**src/rtl/nack_skid.sv**
```systemverilog
// Skid buffer: ring storage, registered output stage, registered upstream Nack with hysteresis.
// Optional downstream-stall cycle counter is built only when NACK_SKID_STAT_EN is defined.
package nack_skid_pkg;
    typedef struct packed {
        logic       v;
        logic [7:0] d;
    } FTk_t;

    typedef struct packed {
        logic n;
        logic t;
        logic v;
        logic c;
    } BTk_t;
endpackage

module nack_skid #(
    parameter int  DEPTH_SKID = 8,
    parameter int  THRESHOLD  = 2,
    parameter type TYPE_FWRD  = nack_skid_pkg::FTk_t
) (
    input  logic                clk,
    input  logic                rst_n,
    input  TYPE_FWRD            I_FTk,
    output nack_skid_pkg::BTk_t O_BTk,
    output TYPE_FWRD            O_FTk,
    input  nack_skid_pkg::BTk_t I_BTk,
    output logic                O_Empty,
    output logic                O_Full,
    output logic                O_Ovf,
    output logic [15:0]         O_StallCnt
);
    // state | meaning
    // IDLE  | storage and output register empty
    // RUN   | forwarding tokens
    // STALL | downstream stalling, output held
    // THROT | upstream Nack asserted, draining
    typedef enum logic [1:0] {
        ST_IDLE  = 2'd0,
        ST_RUN   = 2'd1,
        ST_STALL = 2'd2,
        ST_THROT = 2'd3
    } state_t;

    localparam int PTR_W = $clog2(DEPTH_SKID);
    localparam int NUM_W = PTR_W + 1;
    localparam logic [NUM_W-1:0] NUM_FULL = NUM_W'(DEPTH_SKID);
    localparam logic [NUM_W-1:0] NUM_HI   = NUM_W'(DEPTH_SKID - 2);
    localparam logic [NUM_W-1:0] NUM_LO   = NUM_W'(THRESHOLD);

    TYPE_FWRD         mem_q [DEPTH_SKID];
    logic [PTR_W-1:0] wr_ptr_q, wr_ptr_d, rd_ptr_q, rd_ptr_d;
    logic [NUM_W-1:0] num_q, num_d;
    TYPE_FWRD         out_q, out_d;
    logic             nack_q, nack_d;
    logic             ovf_q, ovf_d;
    state_t           state_q, state_d;
    logic             rd_en, wr_en;

    always_comb begin
        rd_en    = (num_q != '0) && (!out_q.v || !I_BTk.n);
        wr_en    = I_FTk.v && ((num_q != NUM_FULL) || rd_en);
        wr_ptr_d = wr_en ? wr_ptr_q + PTR_W'(1) : wr_ptr_q;
        rd_ptr_d = rd_en ? rd_ptr_q + PTR_W'(1) : rd_ptr_q;
        num_d    = num_q + NUM_W'(wr_en) - NUM_W'(rd_en);
        ovf_d    = ovf_q | (I_FTk.v & ~wr_en);

        out_d = out_q;
        if (rd_en) begin
            out_d = mem_q[rd_ptr_q];
        end else if (!I_BTk.n) begin
            // consumed with nothing stored behind it
            out_d.v = 1'b0;
        end

        nack_d = nack_q;
        if (num_q >= NUM_HI) begin
            nack_d = 1'b1;
        end else if (num_q < NUM_LO) begin
            nack_d = 1'b0;
        end
    end

    always_comb begin
        state_d = state_q;
        case (state_q)
            ST_IDLE:  if (I_FTk.v) state_d = ST_RUN;
            ST_RUN: begin
                if (nack_q)                    state_d = ST_THROT;
                else if (I_BTk.n && out_q.v)   state_d = ST_STALL;
                else if (num_q == '0 && !out_q.v) state_d = ST_IDLE;
            end
            ST_STALL: begin
                if (nack_q)        state_d = ST_THROT;
                else if (!I_BTk.n) state_d = ST_RUN;
            end
            ST_THROT: if (!nack_q) state_d = ST_RUN;
            default:  state_d = ST_IDLE;
        endcase
    end

    always_ff @(posedge clk or negedge rst_n) begin
        if (!rst_n) begin
            wr_ptr_q <= '0;
            rd_ptr_q <= '0;
            num_q    <= '0;
            out_q    <= '0;
            nack_q   <= 1'b0;
            ovf_q    <= 1'b0;
            state_q  <= ST_IDLE;
        end else begin
            wr_ptr_q <= wr_ptr_d;
            rd_ptr_q <= rd_ptr_d;
            num_q    <= num_d;
            out_q    <= out_d;
            nack_q   <= nack_d;
            ovf_q    <= ovf_d;
            state_q  <= state_d;
        end
    end

    // payload storage needs no reset; occupancy decides what is live
    always_ff @(posedge clk) begin
        if (wr_en) mem_q[wr_ptr_q] <= I_FTk;
    end

`ifdef NACK_SKID_STAT_EN
    logic [15:0] stall_cnt_q, stall_cnt_d;

    always_comb begin
        stall_cnt_d = stall_cnt_q;
        if (I_BTk.n && out_q.v && stall_cnt_q != 16'hFFFF) stall_cnt_d = stall_cnt_q + 16'd1;
    end

    always_ff @(posedge clk or negedge rst_n) begin
        if (!rst_n) stall_cnt_q <= '0;
        else        stall_cnt_q <= stall_cnt_d;
    end

    assign O_StallCnt = stall_cnt_q;
`else
    assign O_StallCnt = 16'd0;
`endif

    assign O_BTk.n = nack_q;
    assign O_BTk.t = I_BTk.t;
    assign O_BTk.v = I_BTk.v;
    assign O_BTk.c = I_BTk.c;
    assign O_FTk   = out_q;
    assign O_Empty = (num_q == '0) & ~out_q.v;
    assign O_Full  = (num_q == NUM_FULL);
    assign O_Ovf   = ovf_q;
endmodule

```
**config.mk**
```make
export PLATFORM = sky130hd
export DESIGN_NAME = nack_skid
export DESIGN_NICKNAME = d
export VERILOG_FILES = /design/src/rtl/nack_skid.sv
export SDC_FILE = /design/constraint.sdc
export NUM_CORES = 1
export LEC_CHECK = 0
export CORE_ASPECT_RATIO = 0.8
export CORE_MARGIN = 3
export CORE_UTILIZATION = 55
export DETAILED_ROUTE_END_ITERATION = 16
export GPL_TIMING_DRIVEN = 0
export PLACE_DENSITY_LB_ADDON = 0.05
export SYNTH_ARGS = -nofsm -noshare
export SYNTH_HDL_FRONTEND = slang
export SYNTH_SLANG_ARGS = --single-unit
```
**constraint.sdc**
```tcl
create_clock -name clk -period 2.95 [get_ports clk]
set_input_delay 0.4425 -clock clk [delete_from_list [all_inputs] [get_ports clk]]
set_output_delay 0.4425 -clock clk [all_outputs]
set_load 0.01 [all_outputs]
```
==> results of run 1 <==
==> metal layers <==
layer	up-vias	wire length, um	track usage (%)
met4	0	66	4.91
met3	5	622	5.60
met1	1091	3450	28.7
li1	1035	-	-
met5	-	0	0
met2	81	3250	28.5
==> critical path, stage by stage, from the launching register on <==
cell and delay, ps:
sky130_fd_sc_hd__dfrtp_1 390, sky130_fd_sc_hd__inv_1 130, sky130_fd_sc_hd__ha_1 170, sky130_fd_sc_hd__or3b_1 390, sky130_fd_sc_hd__buf_6 160, sky130_fd_sc_hd__inv_1 40
sky130_fd_sc_hd__clkdlybuf4s50_1 520
==> cells in the final DEF, fill, tap and decap left out, drive strengths merged, types with 11 or more instances in the layout <==
master         count
mux2              20
mux2i             16
clkbuf            13
dfrtp             21
clkdlybuf4s50     27
nor2              11
buf               28
conb              16
o21ai             11
edfxtp            72
==> path summary, 6_finish.rpt <==
path | from | endpoint | slack [ps]
worst max-delay path | num_q[2] | O_Full | 350
worst min register to register | O_Ovf | O_Ovf | 470
worst min-delay path | O_Ovf | O_Ovf | 470
min in group asynchronous | rst_n | wr_ptr_q[2] | 640
max in group asynchronous | rst_n | O_FTk[5] | 1680
worst max register to register | num_q[2] | mem_q[4][6] | 360
==> synthesized netlist by cell type, drive strengths merged <==
library cell  instances  area [um2]
nor3                  2        10.0
and2                  1        6.26
clkbuf                3        11.3
dfrtp                21         526
ha                    9         113
xnor2                 4        35.0
nand2                 6        25.0
o211ai                1        7.51
nor2                 11        41.3
nand2b                1        6.26
fa                    1        20.0
a21o                  2        15.0
buf                  26         203
nor2b                 1        6.26
o22ai                 9        56.3
o21bai                1        7.51
mux2                 20         225
conb                  1        3.75
a21oi                 2        10.0
mux2i                16         160
a221o                 1        10.0
edfxtp               72        2160
o31ai                 9        67.6
or3b                  3        26.3
o21ai                11        66.3
xor2                  2        17.5
a22o                  8        70.1
nand3b                1        7.51
nor3b                 1        7.51
nand3                 2        10.0
mux4                  1        22.5
inv                   4        15.0
or3                   1        6.26
==> final cells by class <==
type | count | area (um2) | area share (%)
sequential | 93 | 2690 | 57.8
multi-input combinational | 143 | 1120 | 24.1
timing repair buffer | 29 | 287 | 6.17
buffer | 29 | 214 | 4.60
clock buffer | 10 | 128 | 2.75
tap | 87 | 109 | 2.34
clock inverter | 6 | 86.3 | 1.86
inverter | 4 | 15.0 | 0.323
==> power groups by stage <==
stage          Sequential (uW)  Clock (uW)  Combinational, uW
5_1_grt                   1930         968               1740
2_1_floorplan             1910           0               1030
3_5_place_dp              1930           0               1580
3_3_place_gp              1910           0               1550
6_report                  1900         903               1570
4_1_cts                   1900         913               1590
==> sequential cells by signal, summed over array words and instances, names as in the netlist <==
register,cells
mem_q,72
O_Ovf,1
O_FTk,9
wr_ptr_q,3
num_q,4
nack_q,1
rd_ptr_q,3
==> cells by family (layout without fill, tap and decap cells) <==
kind of cell | count (synthesis) | in the layout | synth area share (%)
AO/OA/AOI/OAI | 44 | 44 | 7.80
XOR/XNOR | 6 | 6 | 1.32
adder cells (fa/ha/maj) | 10 | 10 | 3.34
AND/OR/NAND/NOR | 30 | 30 | 3.84
multiplexers | 37 | 37 | 10.3
flip-flops | 93 | 93 | 67.6
buffers and inverters | 33 | 78 | 5.76
other | 1 | 16 | 0.0943
==> metrics by stage <==
| stage | utilization, % | setup TNS [ps] | total power [uW] | area (um2) | cells |
|---|---|---|---|---|---|
| after floorplan | - | 0 | 2940 | 4030 | 269 |
| after global placement | 63.4 | -5900 | 3460 | 4410 | 383 |
| after detailed placement | 63.7 | -178 | 3510 | 4430 | 385 |
| after CTS | 66.8 | 0 | 4400 | 4650 | 401 |
| after global routing | 66.8 | 0 | 4640 | 4650 | 401 |
| final | 66.8 | 0 | 4370 | 4650 | 401 |
==> results, run 1 <==
- The number of flip-flops and latches in the synthesized netlist is 93.
- The headroom to the max-slew limit is 31.0%.
- The critical path in this run is classified as reg2out.
- The peak clock frequency supported by timing is 384 MHz.
- The largest fanout on the critical path is 6.
- Of the total power, the share spent switching nets is 32.6%.
- Counting instances, the worst hold path has a depth of 1.
- Data on the critical path arrives at its endpoint at 2160 ps.
- The maximum clock path buffer count is 2.
- TritonCTS built the clock tree.
- The worst hold path class is reg2reg.
- The switching power of the nets is 1420 uW.
- The all-layer global routing usage is 19.4%.
- The internal power is 2950 uW.
- The first global-routing pass estimated 11.5 mm of wire.
- The part of the power in the clock network is 20.7%.
- For this run the aggregate overflow at the end of global routing stands at 0.
- The worst path required time is 2510 ps.
- The minimum clock period is 2600 ps.
- The run finished with clean final reports.
- The via count of the first global-routing pass came to 2090.
- TritonCTS created 9 clock buffers.
- The worst setup path is launched from a flip-flop.
- The number of cells on the worst reg-to-reg path is 5.
- Combinational cells account for 36.0% of the total power.
- For this run, the detailed router's first-pass iteration total came to 4.
- The via count of the routed design is 2212.
- The wire-length estimate of the detail-placed layout is 4.94 mm.
- The count of final max-slew check failures was 0.
- The transition at the pin with the smallest max-transition slack is 1030 ps.
- The number of inserted diodes is 0.
- For this run, the number of Yosys warnings is 0.
- Yosys mapped the design onto 40 distinct sky130hd cell types.
- Setup repair after global routing left no endpoint under its margin.
- The number of ports placed on the die boundary is 47.
- After detailed routing, the average wire length per cell comes to 18.4 um.
- The hold violation count in the final report is 0.
- Clock tree synthesis selected as its root buffer the cell sky130_fd_sc_hd__clkbuf_8.
- For this run, design rule violations remaining after detail routing come to 0.
- The type of element capturing the critical path is an output port.
- The worst setup slack before clock tree synthesis is -20.5 ps.
- The cell area after technology mapping is 3980 um2.
- The total wire length is 7.39 mm.
- The worst setup slack after layout is 349 ps.
- The count of hold-fix buffers inserted at cts is 0.
- The number of fill cells is 500.
- The post-CTS setup-driven buffer insertion count is 0.
- Measured along the x axis, the die boundary spans 101 um.
- The clock net sink count is 93.
- The area of the core is 6960 um2.
- The peak supply drop is 0.000476 V.
- The CTS clock-pin slew for the worst setup and hold paths is 90 ps.
- The residual antenna-violating net count after detailed routing is 0.
- For the worst-skew pair, the clock arrives at the later sink with an insertion delay of 360 ps.
- Sequential elements use 67.6% of the synthesized area.
- The worst-case hold slack is 469 ps.
- Once the floorplan was initialized, standard cells occupied 57.1% of the core.
- A synthesized cell averages 15.7 um2.
- The leakage power figure is 0.00177 uW.
- The die covers 8290 um2.
- The routability-driven placement congestion ratio is 0.712.
- The sequential fraction of design power is 43.4%.
- The floorplan has 27 rows.
- The max-capacitance violation count is 0.
- For this design the ratio of total power to cell area is 940 nW/um2.
- Using the TritonRoute via totals, the vias-per-cell ratio works out to 5.52.
- The net count of the finished layout is 334.
- The initial antenna violation count was 0.
- The first routing iteration left 91 violations.
- Entering global routing, the biggest net connects 22 pins.
- The worst clock skew is 5.98 ps.
- The H-tree was split into 3 levels.
- Once the clock tree was built, the resizer swapped 0 gates to a different size.
- The number of instances in the synthesized netlist is 254.
- The fraction of layout instances using a drive strength above 1 is 16.9%.
- The height of the die is 82.1 um.
- The number of failing setup endpoints in the final timing report is 0.
- Dividing the final minimum period by the clock period gives 88.2%.
- The total of buffers placed on input and output ports is 27.
- The area growth from synthesis to layout is 16.9%.
Power figures use the tool's default switching activity.
==> run 2: changes to the inputs <==
Settings changed: CTS_CLUSTER_DIAMETER set to 150.
==> results of run 2 <==
The final DEF is identical to that of run 1; final timing and power are the same.
==> run 3: changes to the inputs <==
Settings changed: GPL_TIMING_DRIVEN 0 to not set.
==> run 3 against run 2 <==
Net effect: routed wire length down 4.4%; combinational power decreased by 3%; global-route usage decreased by 0.28 points; total power shrank 0.38%; critical endpoint is now O_Empty; highest routed layer unchanged; largest power group unchanged.
==> results, run 3 (synthesized netlist as in run 1, its figures left out) <==
- The number of nets in the finished design is 319 (-4.5%).
- The chip width is 101 um (unchanged).
- The iteration-0 DRC count of the detailed router is 88 (-3.3%).
- The total wire length is 7.07 mm (-4.4%).
- The area growth from synthesis to layout is 14.3%.
- The final critical-path share of the clock period is 89.6% (+1.4 points).
- The largest fanout on the critical path is 4 (-2).
- The post-CTS setup-driven buffer insertion count is 0 (unchanged).
- The most common cell after layout, fill and taps aside is sky130_fd_sc_hd__edfxtp_1.
- The part of the power in the clock network is 21.2% (+0.5 points).
- The number of fill cells is 481 (-3.8%).
- The worst setup path category is reg2out.
- The count of hold-fix buffers inserted at cts came to 0 (unchanged).
- The peak clock frequency supported by timing was 379 MHz (-1.5%).
- The area of all placed cells without fillers came to 4550 um2 (-2.2%).
- The final global-route overflow total is 0 (unchanged).
- The CTS clock-pin slew for the worst setup and hold paths is 90 ps (about the same).
- The worst path required time is 2510 ps (about the same).
- The area of the core came to 6960 um2 (unchanged).
- The critical path ends at O_Empty.
- The sequential fraction of design power is 43.9% (+0.5 points).
- The total placed instance area is 4320 um2 (-2.5%).
- In the layout the commonest cells are sky130_fd_sc_hd__edfxtp_1 (72), sky130_fd_sc_hd__clkdlybuf4s50_1 (24), sky130_fd_sc_hd__dfrtp_1 (21), sky130_fd_sc_hd__buf_4 (18).
- The clock latency of the later-clocked register in the worst-skew pair came to 360 ps (about the same).
- The startpoint class of the critical path is a flip-flop.
- The number of ports placed on the die boundary is 47 (unchanged).
- TritonCTS built the clock tree.
- The logic depth of the worst register-to-register path was 6 (+1).
- mem_q holds more flip-flops than any other register.
- The height of the die is 82.1 um (unchanged).
- The detailed-routed wire length on met3 is 414 um (-33%).
- The clock net sink count is 93 (unchanged).
- The clock tree root driver cell is sky130_fd_sc_hd__clkbuf_8.
- The via count of the first global-routing pass was 2006 (-4.0%).
- The flow ran to the end, and the final reports show no timing, DRC or antenna violations.
- The routability-driven placement congestion ratio is 0.770 (+8.1%).
- The worst-case register-to-register setup slack is 550 ps (+190 ps).
- The worst hold path class is in2async.
- The all-layer global routing usage came to 19.2% (-0.28 points).
- The final HPWL from detailed placement is 4.92 mm (-0.34%).
- The worst clock skew is 10.4 ps (+4.46 ps).
- The combinational share of power is 34.9% (-1.1 points).
- The starting density of the core came to 57.1% (unchanged).
- The switching power as a share of total power is 32.5% (-0.11 points).
- The count of unresolved DRC violations after routing is 0 (unchanged).
- The worst reg2reg path endpoint is mem_q[1][5].
- The total of buffers placed on input and output ports came to 24 (-11%).
- The internal power is 2940 uW (-0.22%).
- The residual antenna-violating net count after detailed routing came to 0 (unchanged).
- The detailed-routing iteration count for the pre-antenna-repair pass is 4 (unchanged).
- The die area came to 8290 um2 (unchanged).
- The via density per instance came to 5.51 (-0.11%).
- The wire length on met1 is 3.32 mm (-3.8%).
- The wire length per cell is 18.3 um (-0.64%).
- The max-capacitance violation count is 0 (unchanged).
- The largest net degree at the start of global routing is 31 (+41%).
- The number of inserted diodes was 0 (unchanged).
- The transition at the pin with the smallest max-transition slack is 742 ps (-289 ps).
- The hold violation count in the final report is 0 (unchanged).
- The total power after layout is 4350 uW (-0.38%).
- The highest metal layer with signal wires is met4.
- The number of failing setup endpoints in the final timing report is 0 (unchanged).
- The total negative slack is 0 ps (unchanged).
- The data arrival time of the worst path is 2200 ps (+40 ps).
- The type of element capturing the critical path is an output port.
- The number of buffers inserted during clock tree synthesis was 9 (unchanged).
- The headroom to the max-slew limit is 50.4% (+19 points).
- The number of flip-flops under the largest register name came to 72 (unchanged).
- The wire length of the first global-routing pass was 11.1 mm (-3.8%).
- The quantity of gates resized following cts is 0 (unchanged).
- The leakage power figure is 0.00171 uW (-3.1%).
- Setup repair after global routing left no endpoint under its margin.
- The met2 wire length is 3.23 mm (-0.58%).
- The fraction of layout instances using a drive strength above 1 is 15.1% (-1.8 points).
- The via count of the routed design is 2127 (-3.8%).
- The switching power of the nets is 1410 uW (-0.72%).
- The critical register-to-register path startpoint is num_q[2].
- The peak supply drop is 0.000440 V (-7.7%).
- The maximum clock path buffer count is 2 (unchanged).
- The H-tree depth is 3 (unchanged).
- The number of rows created at floorplan came to 27 (unchanged).
- The minimum clock period is 2640 ps (+40.5 ps).
- In this run the worst setup path begins at num_q[2].
- The initial antenna violation count is 0 (unchanged).
- The count of final max-slew check failures is 0 (unchanged).
- The power density over cell area is 958 nW/um2 (+1.8%).
-- run 3: per-stage QoR --
stage / utilization, % / hold WS (ps) / instances / setup slack [ps]
floorplan: - / 147 / 269 / 698
global placement: 62.1 / 440 / 370 / 491
detailed placement: 62.1 / 462 / 370 / 456
CTS: 65.3 / 410 / 386 / 287
global route: 65.3 / 431 / 386 / 199
finish: 65.3 / 418 / 386 / 308
-- run 3: area by class of cell --
| class | count | area, um2 | area share [%] |
|---|---|---|---|
| flip-flops and latches | 93 | 2690 | 59.1 |
| multi-input cells | 143 | 1120 | 24.6 |
| repair buffers | 43 | 395 | 8.70 |
| clock buffers | 10 | 128 | 2.81 |
| well taps | 87 | 109 | 2.39 |
| clock inverters | 6 | 95.1 | 2.09 |
| inverters | 4 | 15.0 | 0.330 |
-- run 3: power groups by stage --
stage / logic, uW / registers (uW) / clock network, uW
after global routing: 1670 / 1950 / 995
after detailed placement: 1530 / 1950 / 0
after CTS: 1530 / 1920 / 955
after global placement: 1520 / 1940 / 0
final: 1520 / 1910 / 925
after floorplan: 1030 / 1910 / 0
-- run 3: worst min-delay path by stage --
stage	startpoint	endpoint	slack, ps
finish	rst_n	O_Ovf	420
global route	rst_n	O_Ovf	430
CTS	rst_n	O_Ovf	410
detailed placement	O_Ovf	O_Ovf	460
global placement	O_Ovf	O_Ovf	440
floorplan	rst_n	O_FTk[0]	150
-- run 3: worst max-delay path, cell delays in order (launching register included) --
cell and delay, ps:
sky130_fd_sc_hd__dfrtp_1 400, sky130_fd_sc_hd__inv_1 140, sky130_fd_sc_hd__ha_1 230, sky130_fd_sc_hd__or3b_1 420, sky130_fd_sc_hd__nor2_1 110, sky130_fd_sc_hd__clkdlybuf4s50_1 540
-- run 3: layer usage --
metal	up-vias	GRT usage [%]
li1	1009	-
met1	1043	26.8
met2	62	28.9
met5	-	0
met4	0	8.90
met3	13	4.33
